--- config.mk ---
export PLATFORM = sky130hd
export DESIGN_NAME = kart_rx_decode
export DESIGN_NICKNAME = d
export VERILOG_FILES = /design/src/rtl/kart_pkg.sv /design/src/rtl/kart_rx_fifo.sv /design/src/rtl/kart_rx_decode.sv
export SDC_FILE = /design/constraint.sdc
export NUM_CORES = 1
export LEC_CHECK = 0
export CORE_MARGIN = 4
export CORE_UTILIZATION = 52
export CTS_BUF_LIST = sky130_fd_sc_hd__clkbuf_4 sky130_fd_sc_hd__clkbuf_8
export CTS_CLUSTER_SIZE = 10
export DETAILED_ROUTE_END_ITERATION = 8
export MAX_ROUTING_LAYER = met4
export PLACE_DENSITY = 0.79
export SYNTH_ARGS = -nofsm -noshare
export SYNTH_HDL_FRONTEND = slang
export SYNTH_SLANG_ARGS = --single-unit
--- constraint.sdc ---
create_clock -name eth_refclk -period 2.6 [get_ports eth_refclk]
set_input_delay 0.39 -clock eth_refclk [delete_from_list [all_inputs] [get_ports eth_refclk]]
set_output_delay 0.39 -clock eth_refclk [all_outputs]
set_load 0.005 [all_outputs]
--- src/rtl/kart_pkg.sv ---
// ----------------------------------------------------------------------------
// kart_pkg
//   Shared types and constants for the kart receive decoder.
//   - KART_MAGIC      : header nibble every valid game word must carry
//   - kart_word_t     : layout of the 32-bit game word as it arrives
//   - kart_upd_t      : decoded update held in the FIFO and presented downstream
//   - kart_is_stale() : sequence-window test against the last accepted word
// ----------------------------------------------------------------------------
package kart_pkg;

    localparam logic [3:0] KART_MAGIC = 4'hA;

    localparam int MAGIC_W = 4;
    localparam int SEQ_W   = 4;
    localparam int X_W     = 12;
    localparam int Y_W     = 10;
    localparam int FLAG_W  = 2;

    localparam int FLAG_LSB  = 0;
    localparam int Y_LSB     = FLAG_LSB + FLAG_W;
    localparam int X_LSB     = Y_LSB + Y_W;
    localparam int SEQ_LSB   = X_LSB + X_W;
    localparam int MAGIC_LSB = SEQ_LSB + SEQ_W;

    typedef struct packed {
        logic [MAGIC_W-1:0] magic;
        logic [SEQ_W-1:0]   seq;
        logic [X_W-1:0]     x;
        logic [Y_W-1:0]     y;
        logic [FLAG_W-1:0]  flags;
    } kart_word_t;

    typedef struct packed {
        logic [SEQ_W-1:0]  seq;
        logic [X_W-1:0]    x;
        logic [Y_W-1:0]    y;
        logic [FLAG_W-1:0] flags;
    } kart_upd_t;

    // A word is stale when its distance from the last accepted sequence,
    // taken modulo 16, is zero (duplicate) or lands in the upper half (old).
    function automatic logic kart_is_stale(input logic            have_last,
                                           input logic [SEQ_W-1:0] last_seq,
                                           input logic [SEQ_W-1:0] seq);
        logic [SEQ_W-1:0] d;
        d = seq - last_seq;
        return have_last && ((d == '0) || d[SEQ_W-1]);
    endfunction

endpackage

--- src/rtl/kart_rx_fifo.sv ---
// ----------------------------------------------------------------------------
// kart_rx_fifo
//   Synchronous FIFO of kart_upd_t with a registered head.
//   Ports:
//     i_clk, i_rst_n      clock, synchronous active-low reset
//     i_push, i_push_data write one entry (caller guarantees room, or a pop)
//     i_pop               remove head entry (ignored unless o_head_valid)
//     o_full              occupancy == DEPTH
//     o_head_valid        head register holds a live entry
//     o_head_data         current head entry
//   An entry written at edge E appears in the head register at edge E+1.
// ----------------------------------------------------------------------------
module kart_rx_fifo
    import kart_pkg::*;
#(
    parameter int DEPTH = 4
) (
    input  logic      i_clk,
    input  logic      i_rst_n,
    input  logic      i_push,
    input  kart_upd_t i_push_data,
    input  logic      i_pop,
    output logic      o_full,
    output logic      o_head_valid,
    output kart_upd_t o_head_data
);

    localparam int AW = (DEPTH > 1) ? $clog2(DEPTH) : 1;
    localparam int CW = AW + 1;

    kart_upd_t       r_mem [DEPTH];
    logic [AW-1:0]   r_wr_ptr;
    logic [AW-1:0]   r_rd_ptr;
    logic [CW-1:0]   r_count;
    logic            r_head_vld;
    kart_upd_t       r_head;

    logic            w_pop;
    logic [AW-1:0]   w_rd_next;
    logic [CW-1:0]   w_avail;

    assign w_pop     = i_pop & r_head_vld;
    assign w_rd_next = w_pop ? (r_rd_ptr + AW'(1)) : r_rd_ptr;
    // Entries that were already stored before this edge's write; the head
    // only ever loads from these, which gives the one-cycle head latency.
    assign w_avail   = r_count - {{AW{1'b0}}, w_pop};

    always_ff @(posedge i_clk) begin
        if (i_push) begin
            r_mem[r_wr_ptr] <= i_push_data;
        end
    end

    always_ff @(posedge i_clk) begin
        if (!i_rst_n) begin
            r_wr_ptr   <= '0;
            r_rd_ptr   <= '0;
            r_count    <= '0;
            r_head_vld <= 1'b0;
            r_head     <= '0;
        end else begin
            if (i_push) begin
                r_wr_ptr <= r_wr_ptr + AW'(1);
            end
            r_rd_ptr   <= w_rd_next;
            r_count    <= w_avail + {{AW{1'b0}}, i_push};
            r_head_vld <= (w_avail != '0);
            if (w_avail != '0) begin
                r_head <= r_mem[w_rd_next];
            end
        end
    end

    assign o_full       = (r_count == CW'(DEPTH));
    assign o_head_valid = r_head_vld;
    assign o_head_data  = r_head;

endmodule

--- src/rtl/kart_rx_decode.sv ---
// ----------------------------------------------------------------------------
// kart_rx_decode
//   Validates one 32-bit game word per accepted frame, tracks the sequence
//   number, queues decoded kart updates and hands them out on valid/ready.
//   Ports:
//     eth_refclk, eth_rstn   clock, synchronous active-low reset
//     axiiv, axiid           input word pulse and data (no backpressure)
//     m_valid, m_ready       output handshake
//     m_x, m_y, m_flags, m_seq  presented update
//     cnt_good, cnt_bad_magic, cnt_stale, cnt_overflow  saturating counters
//   Build option KART_RX_PARITY_EN: axiid[0] is even parity over the word;
//   failures count in cnt_bad_magic and m_flags[0] is driven 0.
// ----------------------------------------------------------------------------
module kart_rx_decode
    import kart_pkg::*;
#(
    parameter int DEPTH = 4,
    parameter int CNT_W = 16
) (
    input  logic             eth_refclk,
    input  logic             eth_rstn,
    input  logic             axiiv,
    input  logic [31:0]      axiid,
    output logic             m_valid,
    input  logic             m_ready,
    output logic [11:0]      m_x,
    output logic [9:0]       m_y,
    output logic [1:0]       m_flags,
    output logic [3:0]       m_seq,
    output logic [CNT_W-1:0] cnt_good,
    output logic [CNT_W-1:0] cnt_bad_magic,
    output logic [CNT_W-1:0] cnt_stale,
    output logic [CNT_W-1:0] cnt_overflow
);

    logic             r_s1_vld;
    kart_word_t       r_s1_word;
    logic             r_have_last;
    logic [SEQ_W-1:0] r_last_seq;
    logic [CNT_W-1:0] r_cnt_good;
    logic [CNT_W-1:0] r_cnt_bad;
    logic [CNT_W-1:0] r_cnt_stale;
    logic [CNT_W-1:0] r_cnt_ovf;

    logic             w_full;
    logic             w_head_vld;
    kart_upd_t        w_head;
    logic             w_pop;
    logic             w_bad;
    logic             w_stale;
    logic             w_ovf;
    logic             w_push;
    kart_upd_t        w_upd;

    assign w_pop = w_head_vld & m_ready;

`ifdef KART_RX_PARITY_EN
    assign w_bad = (r_s1_word.magic != KART_MAGIC) || (^r_s1_word);
`else
    assign w_bad = (r_s1_word.magic != KART_MAGIC);
`endif

    // Priority: integrity, then sequence window, then room in the FIFO.
    assign w_stale = kart_is_stale(r_have_last, r_last_seq, r_s1_word.seq);
    assign w_ovf   = w_full & ~w_pop;
    assign w_push  = r_s1_vld & ~w_bad & ~w_stale & ~w_ovf;

    always_comb begin
        w_upd.seq   = r_s1_word.seq;
        w_upd.x     = r_s1_word.x;
        w_upd.y     = r_s1_word.y;
`ifdef KART_RX_PARITY_EN
        w_upd.flags = {r_s1_word.flags[1], 1'b0};
`else
        w_upd.flags = r_s1_word.flags;
`endif
    end

    always_ff @(posedge eth_refclk) begin
        if (!eth_rstn) begin
            r_s1_vld    <= 1'b0;
            r_s1_word   <= '0;
            r_have_last <= 1'b0;
            r_last_seq  <= '0;
            r_cnt_good  <= '0;
            r_cnt_bad   <= '0;
            r_cnt_stale <= '0;
            r_cnt_ovf   <= '0;
        end else begin
            r_s1_vld <= axiiv;
            if (axiiv) begin
                r_s1_word <= kart_word_t'(axiid);
            end

            if (r_s1_vld) begin
                if (w_bad) begin
                    if (r_cnt_bad != '1) r_cnt_bad <= r_cnt_bad + CNT_W'(1);
                end else if (w_stale) begin
                    if (r_cnt_stale != '1) r_cnt_stale <= r_cnt_stale + CNT_W'(1);
                end else if (w_ovf) begin
                    if (r_cnt_ovf != '1) r_cnt_ovf <= r_cnt_ovf + CNT_W'(1);
                end else begin
                    if (r_cnt_good != '1) r_cnt_good <= r_cnt_good + CNT_W'(1);
                end
            end

            // Only accepted words move the window; dropped ones leave it alone.
            if (w_push) begin
                r_have_last <= 1'b1;
                r_last_seq  <= r_s1_word.seq;
            end
        end
    end

    kart_rx_fifo #(
        .DEPTH (DEPTH)
    ) u_fifo (
        .i_clk        (eth_refclk),
        .i_rst_n      (eth_rstn),
        .i_push       (w_push),
        .i_push_data  (w_upd),
        .i_pop        (w_pop),
        .o_full       (w_full),
        .o_head_valid (w_head_vld),
        .o_head_data  (w_head)
    );

    assign m_valid       = w_head_vld;
    assign m_x           = w_head.x;
    assign m_y           = w_head.y;
    assign m_flags       = w_head.flags;
    assign m_seq         = w_head.seq;
    assign cnt_good      = r_cnt_good;
    assign cnt_bad_magic = r_cnt_bad;
    assign cnt_stale     = r_cnt_stale;
    assign cnt_overflow  = r_cnt_ovf;

endmodule

Word level (Yosys, flattened, before mapping)
Memories as Yosys holds them, arrays and structs flattened. A register that Yosys moved wholly into a read port is not among the register bits.
Index checks and enable logic that the tools add are counted.
{"block": "totals", "register_bits": 110, "ramBits": 112, "input_bits": 36, "out_inout_bits": 93, "elab_cells": 54, "n_memories": 1}
{"memory": "u_fifo.r_mem", "words": 4, "width": 28, "read_ports": 1, "rd_clocked_by_memory_dff": 1, "write_ports": 1, "line": "kart_rx_fifo.sv:31", "rtl": "kart_upd_t r_mem [DEPTH];"}
{"block": "classes", "n_addsub": 9, "eq_ne": 6, "mux": 3, "bitwise": 10, "reduce_logical": 9}
{"operator": "16-bit by 1-bit adder with 16-bit output (second input constant)", "count": 4}
{"operator": "16-bit != test (second input constant)", "count": 4}
{"operator": "5-bit AND reduction", "count": 2}
{"operator": "1-bit AND", "count": 6}
{"operator": "2-bit by 1-bit adder with 2-bit output (second input constant)", "count": 2}
{"operator": "4-bit zero test", "count": 1}
{"operator": "4-bit != test (second input constant)", "count": 1}
{"operator": "1-bit inverter", "count": 4}
{"operator": "4-bit AND reduction", "count": 1}
{"operator": "4-bit subtractor", "count": 1}
{"operator": "3-bit by 1-bit adder with 3-bit output", "count": 1}
{"operator": "3-bit equality test (second input constant)", "count": 1}
{"operator": "3-bit AND reduction", "count": 1}
{"operator": "3-bit nonzero test", "count": 1}
{"operator": "3-bit by 1-bit subtractor with 3-bit output", "count": 1}
{"operator": "1-bit two-way mux", "count": 2}
{"operator": "2-bit two-way mux", "count": 1}
{"operator": "1-bit logical AND", "count": 1}
{"operator": "1-bit zero test", "count": 1}
{"operator": "1-bit logical OR", "count": 1}

Depth between registers and ports, before layout
Gate-level depths: netlist (run 1).
{"block": "depth", "ltp_word": 9, "mapped_depth": 15, "mapped_depth_nobuf": 13}

By module
From an unflattened synthesis (run 1), not the netlist that was laid out.
{"block": "hier_totals", "cells_unflattened": 813, "area_unflattened_um2": 10233.6}
{"mod": "kart_rx_fifo", "n_inst": 1, "cells_each": 262, "area_per_inst_um2": 5417.7, "seq_area_each_um2": 4083.9}
{"mod": "kart_rx_decode", "n_inst": 1, "cells_each": 551, "area_per_inst_um2": 4815.9, "seq_area_each_um2": 2042.0}

Least setup slack after synthesis (run 1)
OpenSTA, ideal clock, no wires.
{"block": "synth_timing", "kind": "flip-flop to flip-flop", "startpoint": "register r_s1_word[24] (netlist bit)", "endpoint": "memory u_fifo.r_mem[0][0] (netlist bit) (enable)", "setup_time_ns": 0.387, "t_arrival_ns": 2.538, "t_required_ns": 2.213, "setup_slack_ns": -0.326, "path_stages_with_launch": 13, "n_path_buf": 2, "path_cell_list": "dfxtp_1 inv_1 ha_1 inv_1 fa_1 xnor2_1 nand3b_1 and3_1 a21oi_1 buf_2 inv_2 buf_2 and2_1"}
{"block": "synth_between", "elab_chain_cells": 9}
{"element": "from (decl)", "line": "kart_rx_decode.sv:37", "rtl": "kart_word_t r_s1_word;"}
{"element": "from (signal assigned)", "line": "kart_rx_decode.sv:92", "rtl": "r_s1_word <= kart_word_t'(axiid);"}
{"element": "4-bit subtractor (*)", "line": "kart_pkg.sv:46", "rtl": "d = seq - last_seq;"}
{"element": "4-bit zero test", "line": "kart_pkg.sv:47", "rtl": "return have_last && ((d == '0) || d[SEQ_W-1]);"}
{"element": "1-bit logical OR (*)", "line": "kart_pkg.sv:47"}
{"element": "1-bit logical AND (*)", "line": "kart_pkg.sv:47"}
{"element": "1-bit inverter (no source line) (*)"}
{"element": "1-bit AND (*) (2 in series)", "line": "kart_rx_decode.sv:66", "rtl": "assign w_push = r_s1_vld & ~w_bad & ~w_stale & ~w_ovf;"}
{"element": "via u_fifo.i_push", "line": "kart_rx_fifo.sv:20", "rtl": "input logic i_push,"}
{"element": "1-bit two-way mux (*)", "line": "kart_rx_fifo.sv:49", "rtl": "if (i_push) begin"}
{"element": "1-bit two-way mux (implied by the code) (*)", "line": "kart_rx_fifo.sv:50", "rtl": "r_mem[r_wr_ptr] <= i_push_data;"}
{"element": "to (decl)", "line": "kart_rx_fifo.sv:31"}
The timed path passes the listed nets; every way through them passes the cells marked *.

Final worst setup path (run 1)
{"block": "layout_timing", "startpoint": "register r_last_seq[1]", "endpoint": "register r_cnt_stale[15], in the netlist cnt_stale[15]"}
{"block": "layout_between", "elab_chain_cells": 5}
{"element": "from (decl)", "line": "kart_rx_decode.sv:39", "rtl": "logic [SEQ_W-1:0] r_last_seq;"}
{"element": "from (signal assigned)", "line": "kart_rx_decode.sv:110", "rtl": "r_last_seq <= r_s1_word.seq;"}
{"element": "4-bit subtractor (*)", "line": "kart_pkg.sv:46"}
{"element": "4-bit zero test", "line": "kart_pkg.sv:47"}
{"element": "1-bit logical OR (*)", "line": "kart_pkg.sv:47"}
{"element": "1-bit logical AND (*)", "line": "kart_pkg.sv:47"}
{"element": "4-bit AND reduction (no source line) (*)"}
{"element": "to (signal assigned)", "line": "kart_rx_decode.sv:99", "rtl": "if (r_cnt_stale != '1) r_cnt_stale <= r_cnt_stale + CNT_W'(1);"}
{"element": "to (decl)", "line": "kart_rx_decode.sv:42", "rtl": "logic [CNT_W-1:0] r_cnt_stale;"}
Mark *: on every way between the ends. The rest lies on a longest branch, timed or not.
A chain may end at the register's enable or synchronous reset.

==> reports/results.tsv, run 1 <==
stage	metric	value	unit
status	run status	completed	
grt	initial antenna violation count	0	
min_path	WHS Path Cells	2	
yosys	Seq cells post-synth	250	
timing	Worst Max-Slew Pin Slew	0.735	ns
cts	CTS max path bufs	3	
cts	clock slew at reported path FFs	0.06	ns
timing	fmax	0.401	GHz
critical_path	arrival time at the worst endpoint	2.96	ns
timing	Final period util	96.0	%
routing	DRT Pass-1 Iters	5	
critical_path	crit path capture type	register	
layout	Layout Nets	1078	
timing	Relative slew margins	50.8	%
yosys	Mapped Nets	908	
cts	clock sinks	250	
pwr	P_leak	4.50	nW
floorplan	Die Ht	147	µm
layout	n_diodes	0	
floorplan	Initial Utilization	53.4	%
cts	hold_buf cts	0	
routing	Antenna Nets Post-Route	0	
timing	final setup violation count	0	
critical_path	R2R depth	9	
floorplan	Core ar.	18900	µm²
yosys	Syn Inst Count	856	
run	max cap viols	0	
layout	share of cells above drive strength 1	16.1	%
critical_path	CP Data Required Time	3.06	ns
yosys	fraction of registers with async set/reset	0	%
yosys	Synth Area per Inst	11.8	µm²
floorplan	die outline width	147	µm
cts	clock root buffer	clkbuf_8	
grt	largest net degree at the start of global routing	43	
grt	final global-route overflow total	0	
timing	final slew viol count	0	
pwr	total power	9.94	mW
timing	fin crit period	2.50	ns
routing	Vias/cell	5.38	
layout	final instance area	12900	µm²
cts	clk_lat worst skew	0.55	ns
grt	vias in the first global route	7120	
routing	Residual DRC	0	
critical_path	Crit-path slowest cell	or4_1	
layout	Layout Area Growth over Synthesis	27.9	%
yosys	Synth Cell Area	10100	µm²
routing	Via Count	7084	
routing	drt wl/cell	16.6	µm
routing	Post-Route WL	21800	µm
cts	clock buffers created by TritonCTS	40	
timing	setup TNS	0	ns
floorplan	placement row count	50	
floorplan	Die Area	21700	µm²
place	dpl cell area	12000	µm²
timing	final hold violation count	0	
place	Detailed Place HPWL	14100	µm
critical_path	Crit Path Max Fanout	10	
yosys	sequential area share after synthesis	60.8	%
yosys	Syn. warnings	0	
place	Placed Cells	1238	
layout	fillers	1398	
timing	Fin Clk Skew	0.0174	ns
pwr	Power per Cell Area	771	nW/µm²
place	Port Buf Inserts	128	
critical_path	Crit path largest cell delay	0.53	ns
yosys	Post-synth EDFFs	112	
yosys	Unique masters post-synth	51	
cts	TritonCTS clock tree	yes	
floorplan	IO Count	129	
grt	Total GRT Usage	20.6	%
place	routability cong.	0.860	
pwr	VDD IR max	0.528	mV
critical_path	crit start category	register	
cts	H-tree depth	2	
critical_path	crit-path cells	inv_2 -> ha_1 -> nor2b_1 -> or4_1 -> buf_4 -> nand2_4 -> o211ai_1 -> or3_1 -> a21oi_1	
critical_path	worst setup path class	register to register	
yosys	Primary FF master, synth	dfxtp_1	
grt	first-pass GRT wire length	35800	µm
min_path	Hold WC Path Type	register to register	
routing	DR iter-0 viols	370	
layout	post-layout util	68.2	%
layout	Non-Filler Instances	1316	
cell usage after synthesis, types with 3 or more instances:
cell type / instances / area [µm²]
buf_2: 11 / 55.1
or3_1: 21 / 131
ha_1: 15 / 188
o21a_1: 3 / 22.5
nor2_1: 62 / 233
and2_1: 11 / 68.8
inv_1: 19 / 71.3
nand4bb_1: 5 / 56.3
xnor2_1: 9 / 78.8
clkbuf_1: 27 / 101
o21ai_0: 25 / 125
nor3_1: 7 / 35.0
a21oi_1: 69 / 345
edfxtp_1: 112 / 3360
or2_2: 3 / 18.8
nand2b_1: 6 / 37.5
o41ai_1: 5 / 43.8
dfxtp_1: 138 / 2760
nand2_1: 114 / 428
xor2_1: 13 / 114
and4_1: 5 / 43.8
and3_1: 6 / 37.5
mux4_2: 28 / 631
o211ai_1: 5 / 37.5
nor4_1: 8 / 50.1
mux2i_1: 40 / 400
nand3_1: 28 / 140
nor2b_1: 4 / 25.0
nand4_1: 13 / 81.3
o31ai_1: 8 / 60.1
or4_1: 8 / 60.1
nor4_2: 3 / 37.5
critical path, delay by kind of cell, from the launching register on:
kind | cells | cell delay [ns]
AO/OA/AOI/OAI | 2 | 0.43
adder cells (fa/ha/maj) | 1 | 0.26
buffers and inverters | 2 | 0.19
flip-flops | 1 | 0.33
AND/OR/NAND/NOR | 4 | 1.22
timing repair:
item	in CTS	in global routing
gates cloned	0	2
setup buffers	1	3
resized for setup	3	7
pin swaps	1	8
setup endpoints to repair	128	22
layout make-up:
class / instances / area, µm² / area share, %
Clock buffer: 62 / 753 / 5.84
Clock inverter: 10 / 85.1 / 0.660
Sequential cell: 250 / 6130 / 47.6
Timing Repair Buffer: 169 / 1710 / 13.3
Tap cell: 260 / 325 / 2.52
Multi-Input combinational cell: 545 / 3800 / 29.5
Inverter: 20 / 82.6 / 0.641
metrics by stage:
step	hold slack, ns	worst slack [ns]
global route	0.451	-0.0194
finish	0.449	0.104
global placement	0.440	-0.199
CTS	0.433	0.0344
detailed placement	0.446	-0.250
floorplan	0.436	0.00987
state kept, by name, indices dropped and copies added (netlist names), 2 cells and up:
| register | flops |
|---|---|
| r_last_seq | 4 |
| r_s1_word | 32 |
| cnt_overflow | 16 |
| u_fifo.o_head_data | 28 |
| u_fifo.r_mem | 112 |
| u_fifo.r_count | 3 |
| cnt_good | 16 |
| cnt_stale | 16 |
| u_fifo.r_wr_ptr | 2 |
| u_fifo.r_rd_ptr | 2 |
| cnt_bad_magic | 16 |
kinds of logic (layout without fill, tap and decap cells):
group / count (synthesis) / in the layout / synth area share, %
AO/OA/AOI/OAI: 126 / 127 / 7.19
multiplexers: 68 / 68 / 10.2
XOR/XNOR: 22 / 22 / 1.91
buffers and inverters: 62 / 261 / 2.52
flip-flops: 250 / 250 / 60.8
AND/OR/NAND/NOR: 312 / 312 / 15.3
adder cells (fa/ha/maj): 16 / 16 / 2.06
report_power, final:
part	total [mW]	internal, mW	switching [mW]	leakage, nW
Sequential	4.53	4.36	0.165	2.15
Combinational	1.97	0.995	0.976	1.89
Clock	3.44	1.96	1.48	0.453
Total	9.94	7.32	2.62	4.50
worst paths after layout:
path | from | end | slack (ns)
worst max register to register | r_last_seq[1] | cnt_stale[15] | 0.10
worst min-delay path | u_fifo.o_head_data[25] | u_fifo.o_head_data[25] | 0.45
worst max-delay path | r_last_seq[1] | cnt_stale[15] | 0.10
worst min register to register | u_fifo.o_head_data[25] | u_fifo.o_head_data[25] | 0.45
routing by layer:
layer	wire, µm	vias to the layer above	track usage [%]
li1	-	3468	-
met2	10800	191	33.9
met1	9520	3393	26.1
met5	0	-	-
met3	1090	32	3.92
met4	463	0	6.52
layout by cell type (no fill, tap or decap), types with 10 or more instances in the layout:
cell type	netlist	final
dfxtp_1	138	135
clkdlybuf4s50_1	0	127
nand2_1	114	114
edfxtp_1	112	112
a21oi_1	69	67
nor2_1	62	62
clkbuf_8	0	46
mux2i_1	40	40
buf_4	2	30
nand3_1	28	28
mux4_2	28	28
o21ai_0	25	24
or3_1	21	21
inv_1	19	17
clkbuf_4	0	16
nand4_1	13	13
ha_1	15	13
xor2_1	13	12
buf_12	0	10
No activity file was read; power rests on OpenSTA's default activity.
==> run 2: changes to the inputs <==
--- a/config.mk
+++ b/config.mk
@@ -6,12 +6,14 @@
 export NUM_CORES = 1
 export LEC_CHECK = 0
 export CORE_MARGIN = 4
-export CORE_UTILIZATION = 52
+export CORE_UTILIZATION = 59
 export CTS_BUF_LIST = sky130_fd_sc_hd__clkbuf_4 sky130_fd_sc_hd__clkbuf_8
 export CTS_CLUSTER_SIZE = 10
 export DETAILED_ROUTE_END_ITERATION = 8
+export DONT_BUFFER_PORTS = 1
+export GPL_ROUTABILITY_DRIVEN = 0
 export MAX_ROUTING_LAYER = met4
-export PLACE_DENSITY = 0.79
+export PLACE_DENSITY = 0.78
 export SYNTH_ARGS = -nofsm -noshare
 export SYNTH_HDL_FRONTEND = slang
 export SYNTH_SLANG_ARGS = --single-unit
==> reports/results.tsv, run 2 (synthesis gave the netlist of run 1 again) <==
stage	metric	value	unit
status	run status	completed	
floorplan	Die Area	19200	µm²
timing	fin crit period	2.53	ns
floorplan	Core ar.	16600	µm²
timing	Fin Clk Skew	0.0163	ns
timing	final hold violation count	0	
layout	post-layout util	72.4	%
critical_path	Crit-path slowest cell	fa_2	
pwr	total power	9.57	mW
timing	setup TNS	0	ns
run	max cap viols	0	
floorplan	die outline width	139	µm
critical_path	crit-path cells	inv_1 -> ha_1 -> inv_1 -> fa_2 -> nand3b_1 -> nand2_2 -> o31a_4 -> buf_4 -> o41ai_2 -> a21oi_1	
floorplan	IO Count	129	
layout	Layout Area Growth over Synthesis	19.5	%
floorplan	placement row count	47	
timing	Relative slew margins	41.1	%
critical_path	Crit path largest cell delay	0.52	ns
routing	Residual DRC	0	
layout	final instance area	12000	µm²
layout	Layout Nets	999	
routing	Antenna Nets Post-Route	0	
cts	H-tree depth	2	
place	dpl cell area	10400	µm²
timing	hold slack	0.0108	ns
floorplan	Initial Utilization	60.6	%
grt	final global-route overflow total	0	
grt	Total GRT Usage	23.7	%
critical_path	most frequent CP cell	inv_1	
cts	CTS max path bufs	3	
timing	Final period util	97.5	%
timing	fmax	0.395	GHz
floorplan	Die Ht	139	µm
layout	Non-Filler Instances	1201	
grt	vias in the first global route	7093	
layout	commonest cells after routing, fill and taps aside	135 x dfxtp_1, 114 x nand2_1, 112 x edfxtp_1	
critical_path	CP Data Required Time	3.01	ns
routing	Post-Route WL	22300	µm
critical_path	arrival time at the worst endpoint	2.95	ns
routing	drt wl/cell	18.6	µm
place	pre-CTS setup slack	-0.109	ns
grt	first-pass GRT wire length	36400	µm
timing	Worst Max-Slew Pin Slew	0.878	ns
cts	TritonCTS clock tree	yes	
timing	fin worst setup slack	0.0653	ns
timing	RSZ-0062 raised after global routing	yes	
cts	clock sinks	250	
place	Port Buf Inserts	0	
routing	DRT Pass-1 Iters	5	
place	Placed Cells	1057	
cts	clk_lat worst skew	0.54	ns
layout	max reg flops	112	
critical_path	worst setup path class	register to register	
critical_path	Crit Path Max Fanout	11	
layout	commonest non-fill, non-tap cell in the layout	dfxtp_1	
timing	final setup violation count	0	
place	Detailed Place HPWL	13800	µm
critical_path	crit start category	register	
pwr	P_leak	4.18	nW
routing	Via Count	7034	
timing	final slew viol count	0	
layout	largest register by flop count	u_fifo.r_mem	
grt	largest net degree at the start of global routing	50	
cts	clock buffers created by TritonCTS	41	
min_path	Hold WC Path Type	input pin to register	
cts	clock slew at reported path FFs	0.06	ns
cts	clock root buffer	clkbuf_8	
grt	initial antenna violation count	1	
layout	fillers	1063	
pwr	Power per Cell Area	794	nW/µm²
layout	share of cells above drive strength 1	16.4	%
routing	Vias/cell	5.86	
pwr	VDD IR max	0.734	mV
critical_path	crit path capture type	register	
routing	DR iter-0 viols	503	
==> run 2: area by class of cell <==
cell class	count	area [µm²]	area share (%)
Antenna cell	1	2.50	0.0208
Clock buffer	60	732	6.08
Clock inverter	16	125	1.04
Inverter	20	82.6	0.686
Multi-Input combinational cell	544	3820	31.7
Sequential cell	250	6130	50.9
Tap cell	220	275	2.29
Timing Repair Buffer	90	873	7.25
==> run 2: worst paths after layout <==
path	startpoint	endpoint	slack, ns	cells after the start
min reg2reg	r_last_seq[2]	r_last_seq[2]	0.46	2
min	eth_rstn	cnt_stale[1]	0.01	2
max	r_s1_word[24]	cnt_overflow[11]	0.07	10
max reg2reg	r_s1_word[24]	cnt_overflow[11]	0.07	10
==> run 2: repair_timing <==
| item | 4_1_cts | 5_1_grt |
|---|---|---|
| hold buffers | 63 | 1 |
| setup buffers | 0 | 3 |
| gates resized for setup | 5 | 13 |
| setup endpoints to repair | 33 | 127 |
| pin swaps | 1 | 7 |
| endpoints found under the hold margin | 48 | 7 |
==> run 2: report_power, final <==
part | total [mW] | switching (mW) | leakage, nW | internal [mW]
sequential | 4.58 | 0.211 | 2.15 | 4.36
clock | 3.44 | 1.50 | 0.462 | 1.94
combinational | 1.55 | 0.882 | 1.56 | 0.665
==> run 2: critical path, delay by kind of cell, from the launching register on <==
family / cells / cell delay (ns)
AO/OA/AOI/OAI: 3 / 0.83
adder cells (fa/ha/maj): 2 / 0.68
flip-flops: 1 / 0.32
buffers and inverters: 3 / 0.31
AND/OR/NAND/NOR: 2 / 0.26
==> run 2: routing by layer <==
layer  part of all wire, %  global-route usage, %  vias to the layer above
li1                      -                      -                     3311
met3                   6.9                   5.93                       34
met5                     0                      -                        -
met4                   1.8                   7.00                        0
met1                    41                   29.9                     3434
met2                    50                   38.3                      255
